===== src/rtl/sync_filter.sv =====
// sync_filter: per-channel multi-flop synchronizer followed by a persistence
// filter. A new level is accepted onto sync_out only after the synchronized
// value has differed from sync_out for FILTER_LEN consecutive cycles. Each
// accepted change raises a one-cycle rise or fall pulse on that channel.
module sync_filter #(
   parameter int unsigned      WIDTH      = 4,
   parameter int unsigned      STAGES     = 2,
   parameter int unsigned      FILTER_LEN = 3,
   parameter logic [WIDTH-1:0] RST_VAL    = '0
) (
   input  logic             clk,
   input  logic             n_rst,
   input  logic [WIDTH-1:0] async_in,
   output logic [WIDTH-1:0] sync_out,
   output logic [WIDTH-1:0] rise,
   output logic [WIDTH-1:0] fall,
   output logic             changed
);

   // Counter width: at least one bit, so that FILTER_LEN == 1 still has a legal vector.
   localparam int unsigned      CNT_W   = (FILTER_LEN > 1) ? $clog2(FILTER_LEN) : 1;
   localparam logic [CNT_W-1:0] CNT_MAX = CNT_W'(FILTER_LEN - 1);

   // Synchronizer chain, stage 0 samples the asynchronous pins.
   logic [STAGES-1:0][WIDTH-1:0] sync_q;
   logic [STAGES-1:0][WIDTH-1:0] sync_d;

   // Last synchronizer stage: the first value that is safe to use in logic.
   logic [WIDTH-1:0]             s_last;

   // Per-channel persistence counters.
   logic [WIDTH-1:0][CNT_W-1:0]  cnt_q;
   logic [WIDTH-1:0][CNT_W-1:0]  cnt_d;

   // Accepted levels and the change pulses that accompany them.
   logic [WIDTH-1:0]             out_q;
   logic [WIDTH-1:0]             out_d;
   logic [WIDTH-1:0]             rise_q;
   logic [WIDTH-1:0]             rise_d;
   logic [WIDTH-1:0]             fall_q;
   logic [WIDTH-1:0]             fall_d;
   logic                         changed_q;
   logic                         changed_d;

   assign s_last = sync_q[STAGES-1];

   // Shift each channel one stage deeper into the synchronizer.
   always_comb begin
      sync_d    = sync_q;
      sync_d[0] = async_in;
      for (int unsigned k = 1; k < STAGES; k++) begin
         sync_d[k] = sync_q[k-1];
      end
   end

   // Persistence filter: count cycles of disagreement and accept at the limit.
   always_comb begin
      out_d  = out_q;
      cnt_d  = cnt_q;
      rise_d = '0;
      fall_d = '0;
      for (int unsigned i = 0; i < WIDTH; i++) begin
         if (s_last[i] == out_q[i]) begin
            // Agreement (or a glitch that reverted) discards any partial count.
            cnt_d[i] = '0;
         end else if (cnt_q[i] == CNT_MAX) begin
            // Level has persisted long enough; accept it and pulse the edge.
            out_d[i]  = s_last[i];
            cnt_d[i]  = '0;
            rise_d[i] = s_last[i];
            fall_d[i] = ~s_last[i];
         end else begin
            cnt_d[i] = cnt_q[i] + CNT_W'(1);
         end
      end
      changed_d = |(rise_d | fall_d);
   end

   // State registers; reset loads the configured idle level everywhere.
   always_ff @(posedge clk or negedge n_rst) begin
      if (!n_rst) begin
         sync_q    <= {STAGES{RST_VAL}};
         cnt_q     <= '0;
         out_q     <= RST_VAL;
         rise_q    <= '0;
         fall_q    <= '0;
         changed_q <= 1'b0;
      end else begin
         sync_q    <= sync_d;
         cnt_q     <= cnt_d;
         out_q     <= out_d;
         rise_q    <= rise_d;
         fall_q    <= fall_d;
         changed_q <= changed_d;
      end
   end

   assign sync_out = out_q;
   assign rise     = rise_q;
   assign fall     = fall_q;
   assign changed  = changed_q;

endmodule


===== config.mk =====
export PLATFORM = sky130hd
export DESIGN_NAME = sync_filter
export DESIGN_NICKNAME = d
export VERILOG_FILES = /design/src/rtl/sync_filter.sv
export SDC_FILE = /design/constraint.sdc
export NUM_CORES = 1
export LEC_CHECK = 0
export CAP_MARGIN = 15
export CORE_ASPECT_RATIO = 1.1
export CORE_MARGIN = 1
export CORE_UTILIZATION = 35
export DETAILED_ROUTE_END_ITERATION = 10
export DONT_BUFFER_PORTS = 1
export SLEW_MARGIN = 15
export SYNTH_ARGS = -nofsm -noshare
export SYNTH_HDL_FRONTEND = slang
export SYNTH_SLANG_ARGS = --single-unit

===== constraint.sdc =====
create_clock -name clk -period 2.4 [get_ports clk]
set_input_delay 0.12 -clock clk [delete_from_list [all_inputs] [get_ports clk]]
set_output_delay 0.12 -clock clk [all_outputs]
set_load 0.05 [all_outputs]

; ---- After elaboration in Yosys (flattened, before gate mapping)
; Index checks and enable logic that the tools add are counted.
[totals]
register_bits = 29
input_bits = 6
out_inout_bits = 13
wordCells = 63
[classes]
n_addsub = 4
n_eq_ne = 8
n_mux = 24
n_bitwise = 9
n_reduce_logical = 5
[op_table]
columns = op, n
row1 = $mux 1, 16
row2 = $mux 2, 8
row3 = $add 2x1->2 const B, 4
row4 = $eq 2x2->1 const B, 4
row5 = $not 1->1, 8
row6 = $reduce_and 2->1, 4
row7 = $eq 1x1->1, 4
row8 = $or 4x4->4, 1
row9 = $reduce_or 4->1, 1

; ---- Logic depth before layout (Yosys ltp)
; Gate-level depths: netlist of run 1.
[logic_depth]
ltp_word = 5
ltp_mapped = 3
mapped_depth_nobuf = 3

; ---- Least setup slack after synthesis of run 1
; Ideal clock, no wire load.
[synth_path]
kind = register -> register
start = register out_q[1], in the netlist sync_out[1]
end = register changed_q, in the netlist changed
setup_ns = 0.086
arrival_ns = 1.205
required_ns = 2.314
setup_slack_ns = 1.109
path_stages_with_launch = 4
path_buffers = 0
synth_period_minus_slack_ns = 1.291
cell_sequence = dfrtp_1 > xnor2_1 > o32a_1 > o221ai_2
[synth_via]
elab_chain_len = 4
elab_cells_between_ends = 5
classes_between = 1 x eq/ne / 2 x mux / 1 x bitwise / 1 x reduce/logical
[synth_rtl]
columns = item, line_no
row1 = start: declaration, 36  ; logic [WIDTH-1:0] out_q;
row2 = start signal: assignment, 91  ; out_q <= out_d;
row3 = $eq 1x1->1 *, 63  ; if (s_last[i] == out_q[i]) begin
row4 = $mux 1, 63
row5 = $or 4x4->4 *, 76  ; changed_d = |(rise_d | fall_d);
row6 = $reduce_or 4->1 *, 76
row7 = named net changed_d, 43  ; logic changed_d;
row8 = end signal: assignment, 94  ; changed_q <= changed_d;
row9 = end: declaration, 42  ; logic changed_q;
; The timed path passes the listed nets; every way through them passes the cells marked *.
; A chain may end at the register's enable or synchronous reset.

; ---- Worst setup path in the final report of run 1
; Same ends and word-level chain as after synthesis.

==> metrics.cfg, run 1 <==
[power]
p_comb_frac=0.157
p_leak_nw=0.504
pwr-share-seq=0.581
netSwitchingFraction=0.371
powerDensity_nw_per_um2=1330
peakVddDrop_mv=0.528
p_int_uw=978
power_mw=1.56
p_sw_uw=578
pwr-share-clk=0.263

[grt]
grt_pass1_wl_um=2450
grt.total_usage=0.119
grt_max_degree=30
antenna_found_initial=0
grt_pass1_vias=551
grt-ovfl-total=0

[clock_network]
cts_buffer_depth=2
postCtsSetupRepairBufs=0
clkLatencyLatePin_ns=0.32
cts_resized=0
cts_made_buffers=5
cts-root-buf=clkbuf_4
tritoncts=yes
hold_buffers=6
cts.reportedPaths.clkPinSlew_ns=0.09
cts.sinks=29
htree_levels=2

[synthesis]
yosysWarningCount=0
yosys-top-cells-area=dfrtp_1 74%, nor3b_1 7.7%, xnor2_1 3.6%
syn_nets=66
synth.most_common_cell=dfrtp_1
synth_largest_area_cell=dfrtp_1
synth_ff_type=dfrtp_1
synth_seq_cells=29
avgSynthCellArea_um2=16.3
ys_top_cells_by_count=29 x dfrtp_1, 10 x nor3b_1, 4 x nor3_1, 4 x xnor2_1
synthCells=60
syn_area_um2=976
async_reset_ff_frac=1.00
synth_edf_count=0
synth_top_area_share=0.744
synth.distinct_cells=13
ys_seq_area_frac=0.744

[final_layout]
multi_input_area_um2=243
seq_area_um2=726
num-fill-cells=237
final_nets=79
finish.utilization=0.456
n_antenna_cell=0
syn_to_final_growth_pct=19.9
drive_gt1_frac=0.162

[placement]
gp_congestion=0.650
dp_slack_ns=1.02
place_hpwl_um=898
numPortBuffers=0

[setup_path]
critical_path_class=reg2reg
worst-path-max-fanout=4
cp.required_ns=2.64
start_kind=flop
cp-end-kind=flop
crit_arrival_ns=1.62

[die]
fp.dieH_um=57.4
initial_core_util=0.380
core_um2=2570
placementRows=19
die_area_um2=3000
fp.dieW_um=52.3
pin_count=19

[sta]
worstMarginPinSlew_ns=0.579
tns_ns=0
setup_violations=0
worst_slew_margin_rel=0.614
fin_crit_sh=0.574
fmax_ghz=0.725
fin_skew_ns=0.0108
drv_slew=0
finalCriticalPeriod_ns=1.38
finalHoldViolations=0
layout_setup_ws_ns=1.02
rsz0062_at_grt=no

[routing]
postRouteAntennaNets=0
routed_wl_um=1370
viasPerCell=4.85
vias=509
post_drt_wl_per_cell_um=13.1
drt_pass1_iterations=3
drcViolationCount=0
drtIter0Drc=2

[run_status]
status=finished clean

[job]
maxCapViolCount=0

[hold_path]
hold_path_class=in2async

==> worst max-delay path: stages (launching register included) <==
cell,delay [ns]
dfrtp_1,0.70
xnor2_1,0.21
o32a_1,0.33
o221ai_2,0.06
==> through the flow <==
step | cells | area, um2 | hold WS, ns
after floorplan | 60 | 976 | -0.176
after global placement | 91 | 1010 | -0.175
after detailed placement | 91 | 1010 | -0.175
after CTS | 105 | 1170 | 0.217
after global routing | 105 | 1170 | 0.214
final | 105 | 1170 | 0.232
==> routing by layer <==
layer / global-route usage / routed length, um
met4: 0.0677 / 41
met5: 0 / 0
met3: 0.0853 / 103
met2: 0.170 / 664
met1: 0.128 / 561
==> final timing paths <==
check                      cells after the start  slack (ns)                     from                  end
min in group clk                               0        0.35      sync_d[6]$_DFF_PN0_  s_last[2]$_DFF_PN0_
min reg2reg                                    0        0.35      sync_d[6]$_DFF_PN0_  s_last[2]$_DFF_PN0_
max reg2reg                                    3        1.02  sync_out[1]$_DFFE_PN0P_    changed$_DFF_PN0_
max                                            3        1.02  sync_out[1]$_DFFE_PN0P_    changed$_DFF_PN0_
max in group asynchronous                      2        2.00                    n_rst    rise[0]$_DFF_PN0_
min                                            2        0.23                    n_rst  s_last[2]$_DFF_PN0_
==> flip-flops by register name, summed over array words and instances, names as in the netlist <==
register,cells
sync_d,4
s_last,4
cnt_q,8
rise,4
sync_out,4
changed,1
fall,4
==> power by group through the flow <==
stage                     Combinational (mW)  Sequential (mW)  Clock (mW)
after CTS                              0.249            0.905       0.427
after global placement                 0.219            0.908           0
after detailed placement               0.228            0.916           0
final                                  0.244            0.903       0.409
after global routing                   0.272            0.923       0.449
after floorplan                        0.194            0.890           0
==> kinds of logic (layout without fill, tap and decap cells) <==
| group | Yosys count | after routing | synth area share |
|---|---|---|---|
| muxes | 3 | 3 | 0.0346 |
| xor gates and xnor gates | 4 | 4 | 0.0359 |
| AOI/OAI and AO/OA | 3 | 3 | 0.0333 |
| and+or+nand+nor | 19 | 19 | 0.145 |
| buffers and inverters | 2 | 16 | 0.00768 |
| DFF | 29 | 29 | 0.744 |
==> final cells by class <==
type	count	area share
Clock inverter	1	0.0257
Tap cell	31	0.0332
Inverter	2	0.00642
Timing Repair Buffer	6	0.0599
Multi-Input combinational cell	29	0.207
Sequential cell	29	0.620
Clock buffer	7	0.0471
==> cell usage in the layout (no fill, tap or decap) <==
master / count
dfrtp_1: 29
bufinv_16: 1
nor4b_2: 1
nor3_1: 4
mux2_1: 3
o21bai_1: 1
inv_2: 1
clkbuf_8: 1
inv_1: 1
nor3b_1: 10
o32a_1: 1
clkbuf_1: 1
nor4_2: 1
nand2b_1: 3
o221ai_2: 1
clkbuf_4: 5
dlygate4sd3_1: 5
buf_12: 1
xnor2_1: 4
No activity file was read; power rests on OpenSTA's default activity.
==> run 2, diff against run 1 <==
--- a/config.mk
+++ b/config.mk
@@ -5,6 +5,7 @@
 export SDC_FILE = /design/constraint.sdc
 export NUM_CORES = 1
 export LEC_CHECK = 0
+export ABC_AREA = 1
 export CAP_MARGIN = 15
 export CORE_ASPECT_RATIO = 1.1
 export CORE_MARGIN = 1
==> constraint.sdc (replaced) <==
create_clock -name clk -period 1.3 [get_ports clk]
set_input_delay 0.065 -clock clk [delete_from_list [all_inputs] [get_ports clk]]
set_output_delay 0.065 -clock clk [all_outputs]
set_load 0.05 [all_outputs]
==> metrics.cfg, run 2 <==
[run_status]
status=finished clean  ; unchanged

[hold_path]
hold_path_class=in2async  ; unchanged

[placement]
numPortBuffers=0  ; unchanged
gp_congestion=0.759  ; was 0.650
placed_cells=131  ; was 91
place_hpwl_um=986  ; was 898 um
dp_slack_ns=0.396  ; was 1.02 ns
placed_cell_area_um2=1080  ; was 1010 um2

[die]
initial_core_util=0.365  ; was 0.380
fp.dieW_um=53.1  ; was 52.3 um
pin_count=19  ; unchanged
fp.dieH_um=58.2  ; was 57.4 um
die_area_um2=3090  ; was 3000 um2
core_um2=2750  ; was 2570 um2
placementRows=20  ; was 19

[synthesis]
async_reset_ff_frac=1.00  ; unchanged
synth_largest_area_cell=dfrtp_1  ; unchanged
synth_seq_cells=29  ; unchanged
synth_top_area_share=0.722  ; was 0.744
ys_seq_area_frac=0.722  ; was 0.744
syn_area_um2=1000  ; was 976 um2
synth_edf_count=0  ; unchanged
synth.most_common_cell=dfrtp_1  ; unchanged
synth.distinct_cells=8  ; was 13
syn_nets=100  ; was 66
yosys-top-cells-area=dfrtp_1 72%, inv_1 6.7%, nand2_1 6.4%  ; was dfrtp_1 74%, nor3b_1 7.7%, xnor2_1 3.6%
synth_ff_type=dfrtp_1  ; unchanged
synthCells=94  ; was 60
avgSynthCellArea_um2=10.7  ; was 16.3 um2
ys_top_cells_by_count=29 x dfrtp_1, 18 x inv_1, 17 x nand2_1  ; was 29 x dfrtp_1, 10 x nor3b_1, 4 x nor3_1, 4 x xnor2_1
yosysWarningCount=0  ; unchanged

[clock_network]
htree_levels=2  ; unchanged
cts_made_buffers=5  ; unchanged
cts_buffer_depth=2  ; unchanged
tritoncts=yes  ; unchanged
postCtsSetupRepairBufs=0  ; unchanged
cts.sinks=29  ; unchanged
cts-root-buf=clkbuf_4  ; unchanged
cts_resized=0  ; unchanged
hold_buffers=6  ; unchanged
cts.reportedPaths.clkPinSlew_ns=0.09  ; about the same
clkLatencyLatePin_ns=0.32  ; about the same

[final_layout]
final_cells=144  ; was 105
n_antenna_cell=0  ; unchanged
final_cell_area_um2=1200  ; was 1170 um2
top_register=cnt_q  ; unchanged
layout_commonest_cell=dfrtp_1  ; unchanged
most-common-layout-cells=29 x dfrtp_1, 18 x inv_1, 17 x nand2_1  ; was 29 x dfrtp_1, 10 x nor3b_1, 5 x clkbuf_4, 5 x dlygate4sd3_1
largest_reg_flops=8  ; unchanged
num-fill-cells=266  ; was 237
final_nets=117  ; was 79
drive_gt1_frac=0.189  ; was 0.162
syn_to_final_growth_pct=19.6  ; was 19.9%
finish.utilization=0.436  ; was 0.456

[setup_path]
start_kind=flop  ; unchanged
reg2reg_slack_ns=0.38  ; was 1.02 ns
cp.required_ns=1.24  ; was 2.64 ns
critical_path_class=reg2out  ; was reg2reg
cp-end-kind=output pin  ; was flop
r2r_end=sync_out[3]$_DFFE_PN0P_  ; was changed$_DFF_PN0_
crit_arrival_ns=0.95  ; was 1.62 ns
reg2reg_depth=4  ; was 3
worst-path-max-fanout=1  ; was 4
worstReg2RegStart=cnt_q[6]$_DFF_PN0_  ; was sync_out[1]$_DFFE_PN0P_

[routing]
post_drt_wl_per_cell_um=9.76  ; was 13.1 um
vias=637  ; was 509
viasPerCell=4.42  ; was 4.85
drtIter0Drc=9  ; was 2
routed_wl_um=1410  ; was 1370 um
drt_pass1_iterations=2  ; was 3
postRouteAntennaNets=0  ; unchanged
drcViolationCount=0  ; unchanged

[power]
power_mw=2.65  ; was 1.56 mW
peakVddDrop_mv=1.13  ; was 0.528 mV
powerDensity_nw_per_um2=2210  ; was 1330 nW/um2
p_leak_nw=0.650  ; was 0.504 nW

[sta]
fmax_ghz=0.984
rsz0062_at_grt=no  ; unchanged
tns_ns=0  ; unchanged
fin_crit_sh=0.782
layout_setup_ws_ns=0.284  ; was 1.02 ns
drv_slew=0  ; unchanged
worst_hold_slack_ns=0.175  ; was 0.232 ns
finalHoldViolations=0  ; unchanged
fin_skew_ns=0.0108  ; about the same
worstMarginPinSlew_ns=0.456  ; was 0.579 ns
setup_violations=0  ; unchanged
finalCriticalPeriod_ns=1.02
worst_slew_margin_rel=0.696  ; was 0.614

[grt]
grt_pass1_wl_um=2430  ; was 2450 um
grt.total_usage=0.120  ; was 0.119
grt_pass1_vias=603  ; was 551
grt_max_degree=30  ; unchanged
antenna_found_initial=0  ; unchanged
grt-ovfl-total=0  ; unchanged

[job]
maxCapViolCount=0  ; unchanged

run 2: cell types whose count changed after synthesis, moves of 3 or more:
cell,change
inv_1,+17
nand2_1,+17
nor3b_1,-10
nor2_1,+8
nand2_2,+6
nor3_1,+4
o22ai_1,+4
xnor2_1,-4
inv_2,+3
mux2_1,-3
nand2b_1,-3
run 2: cell families (layout without fill, tap and decap cells):
| group | Yosys count | after routing | share of synthesized area |
|---|---|---|---|
| AND/OR/NAND/NOR | 39 | 39 | 0.171 |
| flip-flops | 29 | 29 | 0.722 |
| AO/OA/AOI/OAI | 4 | 4 | 0.0249 |
| buffers and inverters | 22 | 39 | 0.0822 |
run 2: how the worst max path moves through the flow:
| stage | start | to | slack (ns) | cells after the start |
|---|---|---|---|---|
| global route | rise[0]$_DFF_PN0_ | rise[0] | 0.23 | 0 |
| floorplan | sync_out[1]$_DFFE_PN0P_ | changed$_DFF_PN0_ | 0.17 | 7 |
| detailed placement | sync_out[1]$_DFFE_PN0P_ | cnt_q[2]$_DFF_PN0_ | 0.40 | 5 |
| finish | fall[0]$_DFF_PN0_ | fall[0] | 0.28 | 0 |
| global placement | cnt_q[0]$_DFF_PN0_ | sync_out[0]$_DFFE_PN0P_ | 0.44 | 4 |
| CTS | fall[0]$_DFF_PN0_ | fall[0] | 0.26 | 0 |
run 2: layer usage:
| metal | track usage | wire (um) | vias up |
|---|---|---|---|
| met1 | 0.128 | 643 | 292 |
| met4 | 0.113 | 55 | 0 |
| met5 | 0 | 0 | - |
| met2 | 0.168 | 606 | 22 |
| li1 | - | - | 316 |
| met3 | 0.0577 | 99 | 7 |
run 2: power by group:
part | switching, mW | leakage [nW] | internal, mW
sequential | 0.240 | 0.369 | 1.10
clock | 0.274 | 0.0314 | 0.255
combinational | 0.537 | 0.250 | 0.248
run 2: cell type report:
cell class,count,area [um2],area share
Clock buffer,7,55.1,0.0458
Multi-Input combinational cell,43,196,0.164
Inverter,22,82.6,0.0688
Tap cell,33,41.3,0.0344
Sequential cell,29,726,0.604
Timing Repair Buffer,10,100,0.0833
